File: src/rtl/bit_serializer_pkg.sv
// bit_serializer_pkg
//   Shared types and helpers for the parallel-to-serial feeder.
//   - state_e  : shifter control states (IDLE, SHIFT)
//   - cntWidth : number of bits needed to hold a bit index 0..width-1
package bit_serializer_pkg;

  // IDLE: nothing in the shifter, bit_o shows the idle level.
  // SHIFT: the shifter holds a word and bit_o shows its MSB.
  typedef enum logic {
    IDLE  = 1'b0,
    SHIFT = 1'b1
  } state_e;

  // Bit index counter width for a word of 'width' bits. Legal widths
  // start at 2, so the result is always at least 1.
  function automatic int unsigned cntWidth(input int unsigned width);
    return $clog2(width);
  endfunction

endpackage

File: src/rtl/word_hold_buf.sv
// word_hold_buf
//   Single-entry parking register for one parallel word. It lets the
//   serializer accept the next word while the current one is still
//   being shifted, so consecutive words stream out without a gap.
//
// Ports
//   clk_i     : clock, rising edge
//   reset_i   : synchronous active-high reset, empties the buffer
//   wr_en_i   : capture data_i and mark the buffer full
//   clr_en_i  : the shifter has taken the stored word, mark empty
//   data_i    : word to store
//   full_o    : buffer currently holds a word
//   data_o    : stored word
module word_hold_buf
  import bit_serializer_pkg::*;
#(
  parameter int unsigned WIDTH = 8
) (
  input  logic             clk_i,
  input  logic             reset_i,
  input  logic             wr_en_i,
  input  logic             clr_en_i,
  input  logic [WIDTH-1:0] data_i,
  output logic             full_o,
  output logic [WIDTH-1:0] data_o
);

  logic             r_full;
  logic [WIDTH-1:0] r_data;

  // A write only happens while the buffer is empty and a clear only
  // while it is full, so the two enables are mutually exclusive; the
  // write branch is listed first purely for determinism.
  always_ff @(posedge clk_i) begin
    if (reset_i) begin
      r_full <= 1'b0;
      r_data <= '0;
    end else if (wr_en_i) begin
      r_full <= 1'b1;
      r_data <= data_i;
    end else if (clr_en_i) begin
      r_full <= 1'b0;
    end
  end

  // The parent gates writes with ready_o (buffer empty) and clears with
  // buffer full, so both on one edge means a control bug upstream.
  a_noWriteAndClear : assert property (
    @(posedge clk_i) disable iff (reset_i) !(wr_en_i && clr_en_i)
  );

  assign full_o = r_full;
  assign data_o = r_data;

endmodule

File: src/rtl/bit_serializer.sv
// bit_serializer
//   Converts parallel words received on a valid/ready handshake into a
//   single-bit stream, MSB first, one bit per cycle in which the
//   consumer asserts enable_i. A one-entry holding buffer lets the next
//   word be accepted while the current one is shifting, so back-to-back
//   words produce a contiguous stream.
//
// Ports
//   clk_i       : clock, rising edge
//   reset_i     : synchronous active-high reset; discards any partial word
//   data_i      : parallel word, sampled when valid_i && ready_o
//   valid_i     : data_i holds a word
//   ready_o     : a word can be accepted this cycle (holding buffer empty)
//   enable_i    : consumer takes the current bit this cycle
//   bit_o       : current serial bit (IDLE_BIT when nothing is shifting)
//   bit_valid_o : bit_o carries word data
//   first_o     : bit_o is the MSB of a word
//   last_o      : bit_o is the LSB of a word
//   busy_o      : shifter or holding buffer occupied
module bit_serializer
  import bit_serializer_pkg::*;
#(
  parameter int unsigned WIDTH    = 8,
  parameter logic        IDLE_BIT = 1'b0
) (
  input  logic             clk_i,
  input  logic             reset_i,
  input  logic [WIDTH-1:0] data_i,
  input  logic             valid_i,
  output logic             ready_o,
  input  logic             enable_i,
  output logic             bit_o,
  output logic             bit_valid_o,
  output logic             first_o,
  output logic             last_o,
  output logic             busy_o
);

  localparam int unsigned      CNT_W   = cntWidth(WIDTH);
  localparam logic [CNT_W-1:0] CNT_MAX = CNT_W'(WIDTH - 1);

  state_e           r_state;
  logic [WIDTH-1:0] r_shift;
  logic [CNT_W-1:0] r_count;

  logic             r_bit;
  logic             r_bitValid;
  logic             r_first;
  logic             r_last;
  logic             r_busy;

  state_e           w_stateNext;
  logic [WIDTH-1:0] w_shiftNext;
  logic [CNT_W-1:0] w_countNext;

  logic             w_holdWr;
  logic             w_holdClr;
  logic             w_holdFull;
  logic             w_holdFullNext;
  logic [WIDTH-1:0] w_holdData;

  logic             w_ready;
  logic             w_accept;
  logic             w_consume;
  logic             w_lastConsume;

  // ready_o depends only on registered state so it never forms a
  // combinational path from valid_i.
  assign w_ready       = !w_holdFull;
  assign w_accept      = valid_i && w_ready;
  assign w_consume     = (r_state == SHIFT) && enable_i;
  assign w_lastConsume = w_consume && (r_count == '0);

  word_hold_buf #(
    .WIDTH (WIDTH)
  ) u_holdBuf (
    .clk_i    (clk_i),
    .reset_i  (reset_i),
    .wr_en_i  (w_holdWr),
    .clr_en_i (w_holdClr),
    .data_i   (data_i),
    .full_o   (w_holdFull),
    .data_o   (w_holdData)
  );

  // Occupancy of the holding buffer after this edge; feeds the
  // registered busy flag so busy_o stays aligned with the buffer.
  assign w_holdFullNext = w_holdWr || (w_holdFull && !w_holdClr);

  // Next-state logic. When the last bit of a word is consumed the
  // shifter reloads on the same edge, preferring the parked word over a
  // fresh accept, which keeps the stream gap-free and in order. An
  // accept that is not loaded straight into the shifter is parked.
  always_comb begin
    w_stateNext = r_state;
    w_shiftNext = r_shift;
    w_countNext = r_count;
    w_holdWr    = 1'b0;
    w_holdClr   = 1'b0;

    case (r_state)
      IDLE: begin
        if (w_accept) begin
          w_shiftNext = data_i;
          w_countNext = CNT_MAX;
          w_stateNext = SHIFT;
        end
      end

      SHIFT: begin
        if (w_lastConsume) begin
          if (w_holdFull) begin
            w_shiftNext = w_holdData;
            w_countNext = CNT_MAX;
            w_holdClr   = 1'b1;
          end else if (w_accept) begin
            w_shiftNext = data_i;
            w_countNext = CNT_MAX;
          end else begin
            w_stateNext = IDLE;
          end
        end else if (w_consume) begin
          w_shiftNext = {r_shift[WIDTH-2:0], 1'b0};
          w_countNext = r_count - CNT_W'(1);
        end

        if (w_accept && !w_lastConsume) begin
          w_holdWr = 1'b1;
        end
      end

      default: begin
        w_stateNext = IDLE;
      end
    endcase
  end

  // State and output registers. Outputs are computed from the next-state
  // values so they are true flops yet describe the current shifter
  // contents; with enable_i low nothing changes and they hold steady.
  always_ff @(posedge clk_i) begin
    if (reset_i) begin
      r_state    <= IDLE;
      r_shift    <= '0;
      r_count    <= '0;
      r_bit      <= IDLE_BIT;
      r_bitValid <= 1'b0;
      r_first    <= 1'b0;
      r_last     <= 1'b0;
      r_busy     <= 1'b0;
    end else begin
      r_state    <= w_stateNext;
      r_shift    <= w_shiftNext;
      r_count    <= w_countNext;
      r_bit      <= (w_stateNext == SHIFT) ? w_shiftNext[WIDTH-1] : IDLE_BIT;
      r_bitValid <= (w_stateNext == SHIFT);
      r_first    <= (w_stateNext == SHIFT) && (w_countNext == CNT_MAX);
      r_last     <= (w_stateNext == SHIFT) && (w_countNext == '0);
      r_busy     <= (w_stateNext == SHIFT) || w_holdFullNext;
    end
  end

  assign ready_o     = w_ready;
  assign bit_o       = r_bit;
  assign bit_valid_o = r_bitValid;
  assign first_o     = r_first;
  assign last_o      = r_last;
  assign busy_o      = r_busy;

endmodule

File: config.mk
export PLATFORM = sky130hd
export DESIGN_NAME = bit_serializer
export DESIGN_NICKNAME = d
export VERILOG_FILES = /design/src/rtl/bit_serializer_pkg.sv /design/src/rtl/word_hold_buf.sv /design/src/rtl/bit_serializer.sv
export SDC_FILE = /design/constraint.sdc
export NUM_CORES = 1
export LEC_CHECK = 0
export CAP_MARGIN = 20
export CELL_PAD_IN_SITES_DETAIL_PLACEMENT = 0
export CELL_PAD_IN_SITES_GLOBAL_PLACEMENT = 1
export CORE_MARGIN = 2
export CORE_UTILIZATION = 44
export CTS_BUF_LIST = sky130_fd_sc_hd__clkbuf_8
export DETAILED_ROUTE_END_ITERATION = 12
export PLACE_DENSITY_LB_ADDON = 0.1
export SYNTH_ARGS = -nofsm -noshare
export SYNTH_HDL_FRONTEND = slang
export SYNTH_SLANG_ARGS = --single-unit
export TNS_END_PERCENT = 20
File: constraint.sdc
create_clock -name clk_i -period 2.63 [get_ports clk_i]
set_clock_uncertainty 0.1 [all_clocks]
set_input_delay 0.526 -clock clk_i [delete_from_list [all_inputs] [get_ports clk_i]]
set_output_delay 0.526 -clock clk_i [all_outputs]
set_load 0.02 [all_outputs]
# After elaboration in Yosys (flattened, before gate mapping)
# Cells that the tools add are included.
# W data, S select, Z words.
# word_totals
reg_bits	25
inputBits	12
output_inout_bits	6
word_cells	52
# op_classes
addsub	1
eq_ne	2
mux	21
bitwise_logic	2
n_reduce_logical	16
# op_table
operator	count
$mux W8	4
$pmux W8 S2	1
$mux W3	4
$mux W1	10
$logic_and A1 B1 Y1	7
$logic_not A3 Y1	2
$pmux W3 S2	1
$eq A3 B3 Y1 const B	1
$logic_not A1 Y1	3
$ne A3 B1 Y1 const B	1
$sub A3 B1 Y3 const B	1
$logic_or A1 B1 Y1	2
$not A1 Y1	2
$pmux W1 S2	1
$reduce_bool A2 Y1	1
$reduce_or A2 Y1	1

# Longest topological paths before layout
# Gate-level depths: netlist of the first run.
# depth
ltp_word	8
ltp_mapped	7
ltp_nobuf	6

# Hierarchy
# Synthesis of the first run repeated with hierarchy kept, for this count alone.
# unflattened
cells_unflattened	137
hier_area_um2	1217.4
# modules_own_cells
module	instances	cells_each	area_each_um2	seq_area_each_um2
bit_serializer	1	107	895.9	320.3
word_hold_buf	1	30	321.6	180.2

# Worst setup path after synthesis of the first run
# No wires, ideal clock.
# synth_path
path_kind	flip-flop to flip-flop
start	register r_count[0]
end	register r_last (netlist: last_o)
setup_ns	0.087
arrival_ns	1.488
t_required_ns	2.443
slack_ns	0.955
path_stages_with_launch	8
path_buffers	1
synth_period_minus_slack_ns	1.675
path_cell_list	dfxtp_1 inv_1 ha_1 nor2b_2 buf_6 o21ai_2 a22oi_4 nor4b_4
# synth_between
elab_chain_len	6
word_cells_on_any_way	12
cone_classes	add/sub (1); mux (7); reduce/logical (4)
# synth_lines
element	line	rtl
start: declaration	bit_serializer.sv:44	logic [CNT_W-1:0] r_count;
start signal: assignment	bit_serializer.sv:154	r_count <= w_countNext;
$sub A3 B1 Y3 (tied with other cells)	bit_serializer.sv:124	w_countNext = r_count - CNT_W'(1);
$mux W3 (tied with other cells)	bit_serializer.sv:122	end else if (w_consume) begin
$mux W3	bit_serializer.sv:111	if (w_lastConsume) begin
$pmux W3 S2	bit_serializer.sv:101	case (r_state)
$logic_not A3 Y1	bit_serializer.sv:158	r_last <= (w_stateNext == SHIFT) && (w_countNext == '0);
$logic_and A1 B1 Y1 (*)	bit_serializer.sv:158	
end signal: assignment	bit_serializer.sv:158	
end: declaration	bit_serializer.sv:49	logic r_last;
# Every way passes the cells marked *; elsewhere a longest branch is shown, timed or not.
# A chain may end at the register's enable or synchronous reset.

# Worst setup path in the final report of the first run
# Ends and elaborated chain as after synthesis.

==> results.toml, run 1 <==
[cts]
cts_tree = "done"
cts_resized = 0
clock_sinks = 25
clockRootBuffer = "clkbuf_8"
clock_path_buffers = 2
cts_made_buffers = 3
h-tree-depth = 1
clk_latency_ns = 0.27
cts_hold_buf = 0
path_clk_slew_ns = 0.09
post_cts_buffers = 0

[placed_design]
place_inst = 193
place_congestion = 0.785
io_buffers = 17
post-dp-hpwl_um = 2100

[setup_path]
path_buf_inv = 1
slowest_stage = "nor2b_2"
critPathTopFamily = "simple AND/OR/NAND/NOR gates"
startpoint = "r_count[0]"
endpoint_kind = "flop"
startpoint_type = "flop"
reg2reg_from = "r_count[0]"
critPathKind = "flop to flop"
path_cells = "inv_1, ha_1, nor2b_2, a22o_1, a22oi_4, nor4b_4"
critPathArrivalTime_ns = 2.18
critPathRequiredTime_ns = 2.72
max_stage_delay_ns = 0.52
cp_max_fo = 11

[yosys]
synth_top_area_cell = "dfxtp_1"
synthesis.instances = 145
syn_avg_cell_area_um2 = 9.37
synth.most_common_cell = "dfxtp_1"
synthArstFlopShare_pct = 0
yosys_most_used_dff = "dfxtp_1"
ys_types = 44
synth_seq_cells = 25
yosysSeqAreaShare_pct = 36.8
synth_top_area_share_pct = 36.8
synth_area_um2 = 1360
ys_warn_count = 0
yosys-top-cells-area = "dfxtp_1, mux2i_1, o22ai_1"
synth-edff-count = 0
synth_common_cells = "dfxtp_1, nor2_1, o22ai_1"
synth_nets = 159

[route]
ant_nets = 0
wire_per_inst_um = 14.5
drt_iter0_markers = 61
drc = 0
drtPass1Iterations = 4
viasPerCell = 5.65
wirelength_um = 2850
num_vias = 1113

[global_route]
grt_pass1_wl_um = 4950
grt_pass1_vias = 1058
grt_antenna_before_repair = 0
gr-total-overflow = 0
track_usage_pct = 18.5
grt_start_max_net_pins = 18

[outcome]
status = "completed"

[timing]
tightest_slew_ns = 0.535
setup_violations = 0
fin_crit_ns = 2.08
setup_tns_ns = 0
slew_violations = 0
rsz0062_at_grt = "false"
fmax_mhz = 480
timing.final.crit_share_pct = 79.2
final-hold-violation-count = 0
relSlewSlack_pct = 64.2

[floorplanning]
fp.dieH_um = 59.6
core_area_um2 = 3000
start_util_pct = 45.2
dieWidth_um = 59.6
dieArea_um2 = 3550
ios = 18
rows = 20

[power_and_ir_drop]
p_leak_nw = 0.602
power_density_nw_per_um2 = 583
max-vdd-ir-drop_mv = 0.301

[flow_run]
maxCapViolCount = 0

[hold_path]
hp-start = "u_holdBuf.data_o[6]"
worst_hold_path_type = "flop to flop"

[cells_and_area]
antennaDiodeCount = 0
layout-drive-gt1-share_pct = 18.9
final_util_pct = 53.5
instances_no_fill = 197
area_delta_synth_final_pct = 18.2
fin_nets = 179
worst min-delay path, delay by kind of cell, from the launching register on:
kind             cells  cell delay, ns
and+or+nand+nor      1            0.07
muxes                1            0.07
DFF                  1            0.34
where the power goes:
group | internal (W) | switching, W | leakage (nW)
Clock | 0.000107 | 0.000128 | 0.0217
Combinational | 0.000128 | 0.000142 | 0.375
Sequential | 0.000409 | 0.0000216 | 0.205
Total | 0.000645 | 0.000292 | 0.602
sequential cells by signal, indices dropped and copies added, names as in the netlist:
name	cells
bit_o	1
bit_valid_o	1
busy_o	1
first_o	1
last_o	1
r_count	3
r_shift	8
u_holdBuf.data_o	8
u_holdBuf.full_o	1
cell type report:
type	instances	area [µm²]
timing repair buffer	22	208
multi-input combinational	106	782
sequential	25	500
fill	296	1400
tap	33	41.3
inverter	7	26.3
clock inverter	1	7.51
clock buffer	3	41.3
cells by family after synthesis:
family / count (synthesis) / synth area share [%]
buffers and inverters: 14 / 5.62
AO/OA/AOI/OAI: 42 / 22.4
adder cells (fa/ha/maj): 2 / 1.84
AND/OR/NAND/NOR: 47 / 20.9
multiplexers: 15 / 12.4
flip-flops: 25 / 36.8
layout by cell type (no fill, tap or decap), types with 2 or more instances in the layout:
master and count:
a22oi_1 5, clkbuf_8 3, nand2_1 8, o22ai_1 11
nand2b_2 2, nor3b_1 2, inv_2 2, nor2_1 18
buf_4 5, mux2_2 5, clkdlybuf4s50_1 17, mux2i_1 9
o21ai_0 2, inv_1 5, dfxtp_1 25, o22ai_2 2
o21ai_1 7, a21oi_1 6, nor3_1 3, ha_1 2
and3_1 2
layer usage:
metal / up-vias / routed length (µm) / part of all wire [%] / global-route usage (%)
met5: - / 0 / 0 / 0
met4: 0 / 40 / 1.4 / 7.62
met3: 5 / 85 / 3.0 / 3.06
met2: 17 / 1350 / 48 / 29.7
met1: 523 / 1370 / 48 / 24.6
li1: 568 / - / - / -
final timing paths:
check / cells past startpoint / slack [ns] / endpoint
setup / recovery: 6 / 0.55 / last_o
hold reg to reg: 2 / 0.40 / u_holdBuf.data_o[6]
hold / removal: 2 / 0.40 / u_holdBuf.data_o[6]
setup reg to reg: 6 / 0.55 / last_o
per-stage QoR:
stage / total power (W) / setup slack [ns] / hold WS [ns] / area, µm²
after detailed placement: 0.000711 / 0.375 / 0.391 / 1560
after global routing: 0.000998 / 0.336 / 0.440 / 1610
after global placement: 0.000711 / 0.403 / 0.377 / 1560
after floorplan: 0.000640 / 0.955 / 0.359 / 1360
final: 0.000937 / 0.546 / 0.402 / 1610
after CTS: 0.000948 / 0.532 / 0.410 / 1610
No activity file was read; power rests on OpenSTA's default activity.
==> inputs of run 2 (changes only) <==
--- a/config.mk
+++ b/config.mk
@@ -9,7 +9,7 @@
 export CELL_PAD_IN_SITES_DETAIL_PLACEMENT = 0
 export CELL_PAD_IN_SITES_GLOBAL_PLACEMENT = 1
 export CORE_MARGIN = 2
-export CORE_UTILIZATION = 44
+export CORE_UTILIZATION = 39
 export CTS_BUF_LIST = sky130_fd_sc_hd__clkbuf_8
 export DETAILED_ROUTE_END_ITERATION = 12
 export PLACE_DENSITY_LB_ADDON = 0.1
==> constraint.sdc (replaced) <==
create_clock -name clk_i -period 1.86 [get_ports clk_i]
set_clock_uncertainty 0.1 [all_clocks]
set_input_delay 0.372 -clock clk_i [delete_from_list [all_inputs] [get_ports clk_i]]
set_output_delay 0.372 -clock clk_i [all_outputs]
set_load 0.02 [all_outputs]
==> results.toml, run 2 (synthesized netlist as in run 1, its figures left out) <==
[outcome]
status = "completed"

[floorplanning]
start_util_pct = 40.7
rows = 21
fp.dieH_um = 63.0
core_area_um2 = 3340
dieWidth_um = 63.0
ios = 18
dieArea_um2 = 3970

[cells_and_area]
fill_cells = 334
seqCellArea_um2 = 503
area_delta_synth_final_pct = 29.8
final_cell_mix = "dfxtp_1, buf_4, nor2_1"
layout_commonest_cell = "dfxtp_1"
antennaDiodeCount = 0
layout-drive-gt1-share_pct = 27.8
multi_input_area_um2 = 791
instances_no_fill = 226
final_util_pct = 52.9
fin_nets = 195

[timing]
fin_crit_ns = 1.78
setup_violations = 0
fin_hold_ws_ns = 0.406
timing.final.crit_share_pct = 95.6
slew_violations = 0
tightest_slew_ns = 0.328
final-hold-violation-count = 0
relSlewSlack_pct = 78.1
fmax_mhz = 562
rsz0062_at_grt = "true"

[route]
ant_nets = 0
viasPerCell = 5.14
drt_iter0_markers = 52
drtPass1Iterations = 4
wirelength_um = 3150
num_vias = 1161
wire_per_inst_um = 13.9
drc = 0

[setup_path]
cp_max_fo = 3
reg2reg_from = "r_count[1]"
critPathArrivalTime_ns = 1.31
critPathKind = "flop to output pin"
startpoint = "u_holdBuf.full_o"
endpoint_kind = "output pin"
critPathRequiredTime_ns = 1.39
startpoint_type = "flop"

[global_route]
gr-total-overflow = 0
track_usage_pct = 16.9
grt_start_max_net_pins = 15
grt_antenna_before_repair = 0
grt_pass1_vias = 1131
grt_pass1_wl_um = 5350

[cts]
path_clk_slew_ns = 0.09
h-tree-depth = 1
clock_sinks = 25
cts_tree = "done"
clock_path_buffers = 2
clockRootBuffer = "clkbuf_8"
clk_latency_ns = 0.27
cts_made_buffers = 3

[power_and_ir_drop]
p_leak_nw = 0.692
max-vdd-ir-drop_mv = 0.345
power_density_nw_per_um2 = 781
power_w = 0.00138

[flow_run]
maxCapViolCount = 0

[hold_path]
hp-start = "u_holdBuf.data_o[4]"
worst_hold_path_type = "flop to flop"

[placed_design]
post-dp-hpwl_um = 2400
place_inst = 222
io_buffers = 17
place_congestion = 0.819
==> run 2: changes by cell type in the layout (fill, tap and decap cells not counted) <==
| cell | delta |
|---|---|
| buf_12 | +1 |
| buf_4 | +15 |
| clkinvlp_4 | -1 |
| dfxtp_1 | -2 |
| nor2b_4 | +1 |
| clkinv_2 | +1 |
| a21oi_2 | +1 |
| nor2b_2 | -1 |
| dfxtp_2 | +2 |
| a21oi_1 | -1 |
==> run 2: repair_timing <==
action	CTS	global route
gates resized for setup	0	4
hold buffers	0	0
endpoints found under the hold margin	0	0
setup buffers	0	0
setup endpoints to repair	0	8
==> run 2: area by class of cell <==
type,instances,area share [%]
Multi-Input combinational cell,106,44.8
Sequential cell,25,28.5
Timing Repair Buffer,38,19.3
Tap cell,46,3.26
Clock buffer,3,2.34
Inverter,7,1.49
Clock inverter,1,0.284
==> run 2: final timing paths <==
| path | depth (start not counted) | slack (ns) | to |
|---|---|---|---|
| worst max-delay path | 2 | 0.08 | ready_o |
| worst min-delay path | 2 | 0.41 | u_holdBuf.data_o[4] |
| worst max register to register | 8 | 0.11 | first_o |
| worst min register to register | 2 | 0.41 | u_holdBuf.data_o[4] |
==> run 2: power by group <==
group	switching (W)	internal (W)
Clock	0.000169	0.000150
Sequential	0.0000320	0.000580
Combinational	0.000217	0.000230
Total	0.000418	0.000959
==> run 2: per-stage QoR <==
stage          cell area [µm²]  worst slack [ns]  setup TNS [ns]
6_report                  1760            0.0815               0
3_3_place_gp              1710           -0.0462          -0.363
2_1_floorplan             1360             0.185               0
5_1_grt                   1760           -0.0151         -0.0151
3_5_place_dp              1710           -0.0687          -0.476
4_1_cts                   1750            0.0631               0
==> run 2: per-layer routing <==
metal / wire length, µm / GRT usage [%] / vias up / part of all wire, %
met2: 1510 / 28.5 / 28 / 48
met4: 47 / 5.83 / 0 / 1.5
met1: 1460 / 21.8 / 536 / 46
met5: 0 / 0 / - / 0
met3: 137 / 2.52 / 5 / 4.3
li1: - / - / 592 / -
==> run 2: worst max-delay path, stage by stage (launching register included) <==
cell and delay (ns):
dfxtp_1 0.32, inv_1 0.10, clkdlybuf4s50_1 0.62
==> inputs of run 3 (changes only) <==
--- a/config.mk
+++ b/config.mk
@@ -13,6 +13,7 @@
 export CTS_BUF_LIST = sky130_fd_sc_hd__clkbuf_8
 export DETAILED_ROUTE_END_ITERATION = 12
 export PLACE_DENSITY_LB_ADDON = 0.1
+export SLEW_MARGIN = 5
 export SYNTH_ARGS = -nofsm -noshare
 export SYNTH_HDL_FRONTEND = slang
 export SYNTH_SLANG_ARGS = --single-unit
==> results of run 3 <==
Same layout as run 2: the final DEF is identical, and so are final timing and power.
